==> config.mk <==
export PLATFORM = sky130hd
export DESIGN_NAME = pzcorebus_response_generator
export DESIGN_NICKNAME = d
export VERILOG_FILES = /design/src/rtl/pzcorebus_response_generator.sv
export SDC_FILE = /design/constraint.sdc
export NUM_CORES = 1
export LEC_CHECK = 0
export ABC_CLOCK_PERIOD_IN_PS = 4300
export BUFFER_PORTS_ARGS = -buffer_cell sky130_fd_sc_hd__buf_2
export CORE_ASPECT_RATIO = 1.5
export CORE_UTILIZATION = 35
export CTS_BUF_LIST = sky130_fd_sc_hd__clkbuf_4
export CTS_CLUSTER_SIZE = 28
export DETAILED_ROUTE_END_ITERATION = 8
export PLACE_DENSITY = 0.62
export SYNTH_ARGS = -nofsm -noshare
export SYNTH_HDL_FRONTEND = slang
export SYNTH_SLANG_ARGS = --single-unit
==> constraint.sdc <==
create_clock -name clk -period 4.3 [get_ports clk]
set_clock_uncertainty 0.15 [all_clocks]
set_input_delay 0.43 -clock clk [delete_from_list [all_inputs] [get_ports clk]]
set_output_delay 0.43 -clock clk [all_outputs]
set_load 0.1 [all_outputs]
==> src/rtl/pzcorebus_response_generator.sv <==
// ============================================================================
// Module   : pzcorebus_response_generator
// Brief    : Memory-profile pzcorebus target; absorbs write data and returns
//            address-pattern read data with correct beat/slast encoding.
// Revision : 1.0 - initial release
// ============================================================================
`default_nettype none

module pzcorebus_response_generator #(
    parameter int ID_WIDTH          = 8,
    parameter int ADDRESS_WIDTH     = 32,
    parameter int LENGTH_WIDTH      = 5,
    parameter int MAX_LENGTH        = 32,
    parameter int DATA_WIDTH        = 64,
    parameter int UNIT_DATA_WIDTH   = 32,
    parameter int MEMORY_H          = 0,
    parameter int RESPONSE_BOUNDARY = 64
) (
    input  logic                     clk,
    input  logic                     i_rst_n,
    input  logic                     i_mcmd_valid,
    output logic                     o_scmd_accept,
    input  logic [3:0]               i_mcmd,
    input  logic [ID_WIDTH-1:0]      i_mid,
    input  logic [ADDRESS_WIDTH-1:0] i_maddr,
    input  logic [LENGTH_WIDTH-1:0]  i_mlength,
    input  logic                     i_mdata_valid,
    output logic                     o_sdata_accept,
    input  logic [DATA_WIDTH-1:0]    i_mdata,
    input  logic                     i_mdata_last,
    output logic                     o_sresp_valid,
    input  logic                     i_mresp_accept,
    output logic                     o_sresp,
    output logic [ID_WIDTH-1:0]      o_sid,
    output logic                     o_serror,
    output logic [DATA_WIDTH-1:0]    o_sdata,
    output logic [1:0]               o_slast,
    output logic                     o_burst_error
);

    localparam int DATA_BYTE      = DATA_WIDTH / 8;
    localparam int UNIT_BYTE      = UNIT_DATA_WIDTH / 8;
    localparam int DATA_SIZE      = DATA_BYTE / UNIT_BYTE;
    localparam int ALIGN          = $clog2(DATA_BYTE);
    localparam int BOUNDARY_BEATS = (RESPONSE_BOUNDARY / DATA_BYTE) < 1 ? 1
                                  : (RESPONSE_BOUNDARY / DATA_BYTE);
    localparam int CW             = $clog2(MAX_LENGTH + DATA_SIZE) + 1;

    localparam logic [1:0] ST_IDLE = 2'd0;
    localparam logic [1:0] ST_DATA = 2'd1;
    localparam logic [1:0] ST_RESP = 2'd2;

    // Command encoding: bit3 = non-posted, bit2 = carries write data.
    localparam logic [3:0] c_CMD_READ      = 4'b1000;
    localparam logic [3:0] c_CMD_ATOMIC_NP = 4'b1110;

    logic [1:0]               r_state;
    logic [3:0]               r_cmd;
    logic [ID_WIDTH-1:0]      r_id;
    logic [ADDRESS_WIDTH-1:0] r_beat_addr;
    logic [CW-1:0]            r_beats;
    logic [CW-1:0]            r_count;
    logic                     r_error;
    logic                     r_burst_error;

    logic [CW-1:0]            w_len;
    logic [CW-1:0]            w_offset;
    logic [CW-1:0]            w_beats;
    logic [CW:0]              w_count_inc;
    logic                     w_mismatch;
    logic                     w_is_read;
    logic                     w_final;
    logic                     w_boundary;
    logic                     w_in_resp;
    logic [ADDRESS_WIDTH-1:0] w_next_word;
    logic [DATA_WIDTH-1:0]    w_addr_ext;
    logic                     w_unused;

    assign w_len      = (i_mlength == '0) ? CW'(MAX_LENGTH) : CW'(i_mlength);
    assign w_offset   = CW'((i_maddr % ADDRESS_WIDTH'(DATA_BYTE)) / ADDRESS_WIDTH'(UNIT_BYTE));
    assign w_beats    = (w_len + w_offset + CW'(DATA_SIZE - 1)) / CW'(DATA_SIZE);

    assign w_count_inc = {1'b0, r_count} + (CW+1)'(1);
    assign w_mismatch  = (w_count_inc != {1'b0, r_beats});
    assign w_is_read   = (r_cmd == c_CMD_READ);
    assign w_final     = w_is_read ? (w_count_inc == {1'b0, r_beats}) : 1'b1;
    assign w_in_resp   = (r_state == ST_RESP);

    // Boundary mark lands on the last beat before a RESPONSE_BOUNDARY crossing.
    assign w_next_word = (r_beat_addr >> ALIGN) + ADDRESS_WIDTH'(1);
    assign w_boundary  = ((w_next_word % ADDRESS_WIDTH'(BOUNDARY_BEATS)) == '0);

    generate
        if (DATA_WIDTH >= ADDRESS_WIDTH) begin : g_addr_zext
            assign w_addr_ext = DATA_WIDTH'(r_beat_addr);
        end else begin : g_addr_trunc
            assign w_addr_ext = r_beat_addr[DATA_WIDTH-1:0];
        end
    endgenerate

    assign w_unused = ^i_mdata;

    always_ff @(posedge clk or negedge i_rst_n) begin
        if (!i_rst_n) begin
            r_state       <= ST_IDLE;
            r_cmd         <= '0;
            r_id          <= '0;
            r_beat_addr   <= '0;
            r_beats       <= '0;
            r_count       <= '0;
            r_error       <= 1'b0;
            r_burst_error <= 1'b0;
        end else begin
            r_burst_error <= 1'b0;
            case (r_state)
                ST_IDLE: begin
                    if (i_mcmd_valid) begin
                        r_cmd       <= i_mcmd;
                        r_id        <= i_mid;
                        r_beat_addr <= i_maddr & ~ADDRESS_WIDTH'(DATA_BYTE - 1);
                        r_beats     <= w_beats;
                        r_count     <= '0;
                        r_error     <= 1'b0;
                        if (i_mcmd[2]) begin
                            r_state <= ST_DATA;
                        end else if (i_mcmd[3]) begin
                            r_state <= ST_RESP;
                        end
                    end
                end
                ST_DATA: begin
                    if (i_mdata_valid) begin
                        if (i_mdata_last) begin
                            r_error       <= r_error | w_mismatch;
                            r_burst_error <= w_mismatch;
                            r_count       <= '0;
                            r_state       <= r_cmd[3] ? ST_RESP : ST_IDLE;
                        end else if (r_count != '1) begin
                            // Saturate so overlong bursts still compare as a mismatch.
                            r_count <= r_count + CW'(1);
                        end
                    end
                end
                ST_RESP: begin
                    if (i_mresp_accept) begin
                        if (w_final) begin
                            r_state <= ST_IDLE;
                        end else begin
                            r_count     <= r_count + CW'(1);
                            r_beat_addr <= r_beat_addr + ADDRESS_WIDTH'(DATA_BYTE);
                        end
                    end
                end
                default: r_state <= ST_IDLE;
            endcase
        end
    end

    assign o_scmd_accept  = (r_state == ST_IDLE);
    assign o_sdata_accept = (r_state == ST_DATA);
    assign o_sresp_valid  = w_in_resp;
    assign o_sresp        = w_in_resp & (w_is_read | (r_cmd == c_CMD_ATOMIC_NP));
    assign o_sid          = r_id;
    assign o_serror       = w_in_resp & r_error;
    assign o_sdata        = (w_in_resp & w_is_read) ? w_addr_ext : '0;
    assign o_slast[0]     = w_in_resp & w_final;
    assign o_slast[1]     = w_in_resp & (MEMORY_H != 0) & (w_final | w_boundary);
    assign o_burst_error  = r_burst_error;

endmodule

`default_nettype wire
### After elaboration in Yosys (flattened, before gate mapping)

Cells that the tools add are included.

| word-level totals | value |
|---|---|
| flip-flop bits (word level) | 61 |
| bits of input ports | 119 |
| logic and storage cells | 74 |

| operators by class | value |
|---|---|
| add/sub/neg operators | 5 |
| equal/unequal tests | 15 |
| mux-type cells | 30 |
| bitwise operators | 6 |
| reduce and logical (&&, ||, !) cells | 10 |

Operators by type and width:

| operator | count |
|---|---|
| 32-bit two-way mux | 4 |
| 32-bit case mux with 2 select lines | 1 |
| 7-bit two-way mux | 6 |
| 32-bit by 4-bit adder with 32-bit output (second input constant) | 1 |
| 7-bit case mux with 3 select lines | 1 |
| 2-bit two-way mux | 8 |
| 7-bit by 1-bit adder with 7-bit output (second input constant) | 2 |
| 6-bit AND reduction | 2 |
| 2-bit inequality test (second input constant) | 5 |
| 7-bit by 1-bit adder with 8-bit output (second input constant) | 1 |
| 4-bit equality test (second input constant) | 2 |
| 8-bit by 6-bit equality test with 1-bit output | 1 |
| 8-bit by 6-bit inequality test with 1-bit output | 1 |
| 4-bit AND reduction | 2 |
| 6-bit by 1-bit adder with 7-bit output | 1 |
| 1-bit two-way mux | 7 |
| 7-bit inequality test (second input constant) | 1 |
| 6-bit two-way mux | 1 |
| 3-bit by 1-bit inequality test with 1-bit output (second input constant) | 2 |
| 2-bit case mux with 3 select lines | 1 |
| 5-bit zero test | 1 |
| 1-bit bitwise AND | 4 |
| 2-bit nonzero test | 2 |
| 3-bit nonzero test | 1 |
| 7 further kinds | 8 |

### Logic depth before layout (Yosys ltp)

| depth | value |
|---|---|
| depth in word-level cells | 6 |
| gate-level depth with buffers | 11 |

### Worst setup path before layout

Ideal clock, no wire load.

| timing | value |
|---|---|
| kind | reg-to-output |
| start point | register r_state[0] |
| end point | output o_sresp |
| arrival time | 5240 ps |
| data required time | 3720 ps |
| setup slack | -1520 ps |
| stages on the path, launching flop included | 6 |
| buffers on the path | 1 |
| cells stage by stage | dfrtp_1 inv_1 ha_1 clkinv_1 clkbuf_1 nor4b_1 |

| on the way | value |
|---|---|
| cells in the longest elaborated chain, start to end | 2 |

RTL lines:

| item | line | RTL |
|---|---|---|
| start, declared | 57 | `logic [1:0] r_state;` |
| start signal, assigned | 137 | `r_state <= r_cmd[3] ? ST_RESP : ST_IDLE;` |
| 2-bit equality test | 87 | `assign w_in_resp = (r_state == ST_RESP);` |
| net o_sresp_valid | 31 | `output logic o_sresp_valid,` |
| 1-bit bitwise AND | 162 | `assign o_sresp = w_in_resp & (w_is_read \| (r_cmd == c_CMD_ATOMIC_NP));` |
| end, declared | 33 | `output logic o_sresp,` |

The timed path passes the listed nets, and every way through them passes these cells.

### Final worst setup path

| timing | value |
|---|---|
| start point | register r_count[0] |
| end point | output o_slast[0] |

| on the way | value |
|---|---|
| cells in the longest elaborated chain, start to end | 4 |

RTL lines:

| item | line | RTL |
|---|---|---|
| start, declared | 62 | `logic [CW-1:0] r_count;` |
| start signal, assigned | 140 | `r_count <= r_count + CW'(1);` |
| start signal, assigned | 149 | `r_count <= r_count + CW'(1);` |
| 7-bit by 1-bit adder with 8-bit output | 83 | `assign w_count_inc = {1'b0, r_count} + (CW+1)'(1);` |
| 8-bit by 6-bit equality test with 1-bit output | 86 | `assign w_final = w_is_read ? (w_count_inc == {1'b0, r_beats}) : 1'b1;` |
| 1-bit two-way mux | 86 |  |
| 1-bit bitwise AND | 166 | `assign o_slast[0] = w_in_resp & w_final;` |
| end, declared | 37 | `output logic [1:0] o_slast,` |

No other way between the ends.

==> results.sh <==
export IMPL_yosysTopAreaCellShare_pct=35.4
export IMPL_syn_instance_count=500
export IMPL_cts_max_path_buffers=2
export IMPL_power_leakage_nw=2.30
export IMPL_p_per_area_nw_per_um2=715
export IMPL_combPwrFrac_pct=59.4
export IMPL_synth_edf_count=0
export IMPL_drt_met1_wl_um=4860
export IMPL_slew_headroom_pct=52.8
export IMPL_fillers=1211
export IMPL_maxSlewViolCount=0
export IMPL_antenna_found_initial=0
export IMPL_dieHeight_um=135
export IMPL_hold_path_cell_count=3
export IMPL_synth_top_cells_by_area="dfrtp_1 (35%), nand2_1 (7.2%), buf_4 (7.0%)"
export IMPL_cts_buffers=9
export IMPL_wl_per_cell_um=16.0
export IMPL_period_needed_ns=3.56
export IMPL_synth_area_leader_cell="dfrtp_1"
export IMPL_ys_flop_type="dfrtp_1"
export IMPL_clkSlewWorstSetupHoldPaths_ns=0.11
export IMPL_yosys_warnings=0
export IMPL_grt_pass1_vias=3774
export IMPL_ant_nets=0
export IMPL_top_layer_used="met4"
export IMPL_die_w_um=90.4
export IMPL_gr_total_overflow=0
export IMPL_swShare_pct=57.4
export IMPL_crit_fanout=7
export IMPL_io_buffer_count=96
export IMPL_post_cts_resized=0
export IMPL_hold_viol=0
export IMPL_finalCritPeriodShare_pct=82.9
export IMPL_hold_slack_ns=0.0396
export IMPL_place_congestion=0.861
export IMPL_start_kind="flop"
export IMPL_maxCapViolations=0
export IMPL_root_buffer="clkbuf_4"
export IMPL_final_cells=738
export IMPL_max_vdd_ir_drop_v=0.000203
export IMPL_outcome="finished clean"
export IMPL_setup_tns_final_ns=0
export IMPL_insertion_delay_ns=0.42
export IMPL_grt_max_degree=54
export IMPL_drc=0
export IMPL_layout_commonest_cell="buf_2"
export IMPL_wl_met2_um=6090
export IMPL_critPathCaptureType="output pin"
export IMPL_io_pins=199
export IMPL_core_um2=11500
export IMPL_cp_required_ns=3.72
export IMPL_grt_pass1_wl_um=19300
export IMPL_reg2reg_from="r_count[0]$_DFFE_PN0P_"
export IMPL_p_seq_share_pct=31.0
export IMPL_drtIter0Drc=176
export IMPL_drive_above_1_share_pct=21.4
export IMPL_via_per_inst=5.36
export IMPL_setup_viol=0
export IMPL_rows=48
export IMPL_worst_r2r_endpoint="r_count[2]$_DFFE_PN0P_"
export IMPL_reg2reg_depth=8
export IMPL_syn_to_final_growth_pct=14.6
export IMPL_diodes=0
export IMPL_post_cts_buffers=0
export IMPL_crit_type="flop to output pin"
export IMPL_hold_path_class="input port to flop"
export IMPL_dieArea_um2=12200
export IMPL_worstHoldStart="i_mcmd[0]"
export IMPL_ys_types=60
export IMPL_fmax_ghz=0.281
export IMPL_fin_nets=709
export IMPL_synth_seq_cells=58
export IMPL_first_pass_iters=5
export IMPL_drt_total_wl_um=11800
export IMPL_async_flop_share_pct=100
export IMPL_vias=3955
export IMPL_numClockSinks=58
export IMPL_reg2reg_slack_ns=1.19
export IMPL_syn_area_um2=4100
export IMPL_detailed_place_hpwl_um=8330
export IMPL_tightestPinTransition_ns=0.704
export IMPL_critPathArrivalTime_ns=2.98
export IMPL_place_inst=721
export IMPL_clockPowerShare_pct=9.6
export IMPL_initial_core_util_pct=35.7
export IMPL_p_int_mw=1.43
export IMPL_cts_tree="built"
export IMPL_h_tree_depth=3
export IMPL_wl_met3_um=723
export IMPL_yosysSeqAreaShare_pct=35.4
export IMPL_rsz0062_at_grt="false"
export IMPL_layout_common_cells="buf_2 (94), nand2_1 (79), dfrtp_1 (58), and3_1 (43), conb_1 (36)"
export IMPL_syn_avg_cell_area_um2=8.20
export IMPL_min_to="r_cmd[0]$_DFFE_PN0P_"
export IMPL_power_switching_mw=1.93
export IMPL_track_usage_pct=20.1
export IMPL_cts_hold_buffers=1
==> metrics by stage <==
stage,area [um^2],power (mW),setup slack (ns),util [%]
6_report,4700,3.36,0.735,41.0
5_1_grt,4700,3.60,0.561,41.0
4_1_cts,4700,3.38,0.715,41.0
3_5_place_dp,4590,3.05,1.18,40.0
3_3_place_gp,4590,3.00,1.20,40.0
2_1_floorplan,4250,2.61,0.212,-
==> state kept, by name, summed over array words and instances (netlist names) <==
signal	count
o_sid	8
r_count	7
r_error	1
r_beat_addr	29
r_state	2
r_cmd	4
o_burst_error	1
r_beats	6
==> Yosys cell counts, types with 7 or more instances <==
cell type,number
o21ai_0,20
xor2_1,7
nand4_1,11
dfrtp_1,58
buf_4,38
nand3_1,24
nor2_1,34
a21oi_1,11
nand2_1,79
a311oi_1,7
ha_1,7
nand2b_1,8
nor3_1,10
a211oi_1,12
and3_1,43
inv_1,7
clkbuf_1,23
==> worst max path at each step <==
stage | startpoint | end | cells past startpoint
after floorplan | r_state[0]$_DFFE_PN0P_ | r_beat_addr[31]$_DFFE_PN0P_ | 6
after global placement | r_count[0]$_DFFE_PN0P_ | o_slast[0] | 7
after detailed placement | r_count[0]$_DFFE_PN0P_ | r_count[2]$_DFFE_PN0P_ | 8
after CTS | r_count[0]$_DFFE_PN0P_ | o_slast[0] | 7
after global routing | r_count[0]$_DFFE_PN0P_ | o_slast[0] | 7
final | r_count[0]$_DFFE_PN0P_ | o_slast[0] | 7
==> worst max-delay path: stages (launching register included) <==
cell      delay, ns
dfrtp_1        0.48
ha_1           0.34
nand3_2        0.16
or4b_1         0.52
a21oi_2        0.19
o311ai_4       0.16
a21oi_1        0.49
buf_12         0.24
==> logic make-up (layout without fill, tap and decap cells) <==
kind of cell,after synthesis,in the layout,synth area share (%)
xor+xnor,11,11,2.35
compound gates,93,93,16.2
other cells,1,36,0.0915
fa+ha+maj,7,7,2.14
buf+inv,77,130,11.2
simple gates,247,247,31.0
flops,58,58,35.4
mux,6,6,1.56
==> area by class of cell <==
| class | instances | area [um^2] | share of cell area (%) |
|---|---|---|---|
| clock inverter | 6 | 23.8 | 0.506 |
| clock buffer | 10 | 75.1 | 1.60 |
| tap | 150 | 188 | 3.99 |
| sequential | 58 | 1450 | 30.9 |
| inverter | 8 | 30.0 | 0.639 |
| timing repair buffer | 106 | 588 | 12.5 |
| multi-input combinational | 400 | 2340 | 49.9 |
==> power groups by stage <==
stage	combinational (mW)	sequential, mW	clock, mW
6_report	1.99	1.04	0.323
5_1_grt	2.16	1.08	0.361
4_1_cts	2.01	1.04	0.335
3_5_place_dp	2.00	1.05	0
3_3_place_gp	1.97	1.03	0
2_1_floorplan	1.38	1.24	0
==> per-layer routing <==
metal / vias to the layer above / global-route usage, %
li1: 1903 / -
met1: 1884 / 24.3
met2: 154 / 35.8
met3: 14 / 3.38
met4: 0 / 7.08
met5: - / 0
(Power assumes the default switching activity.)
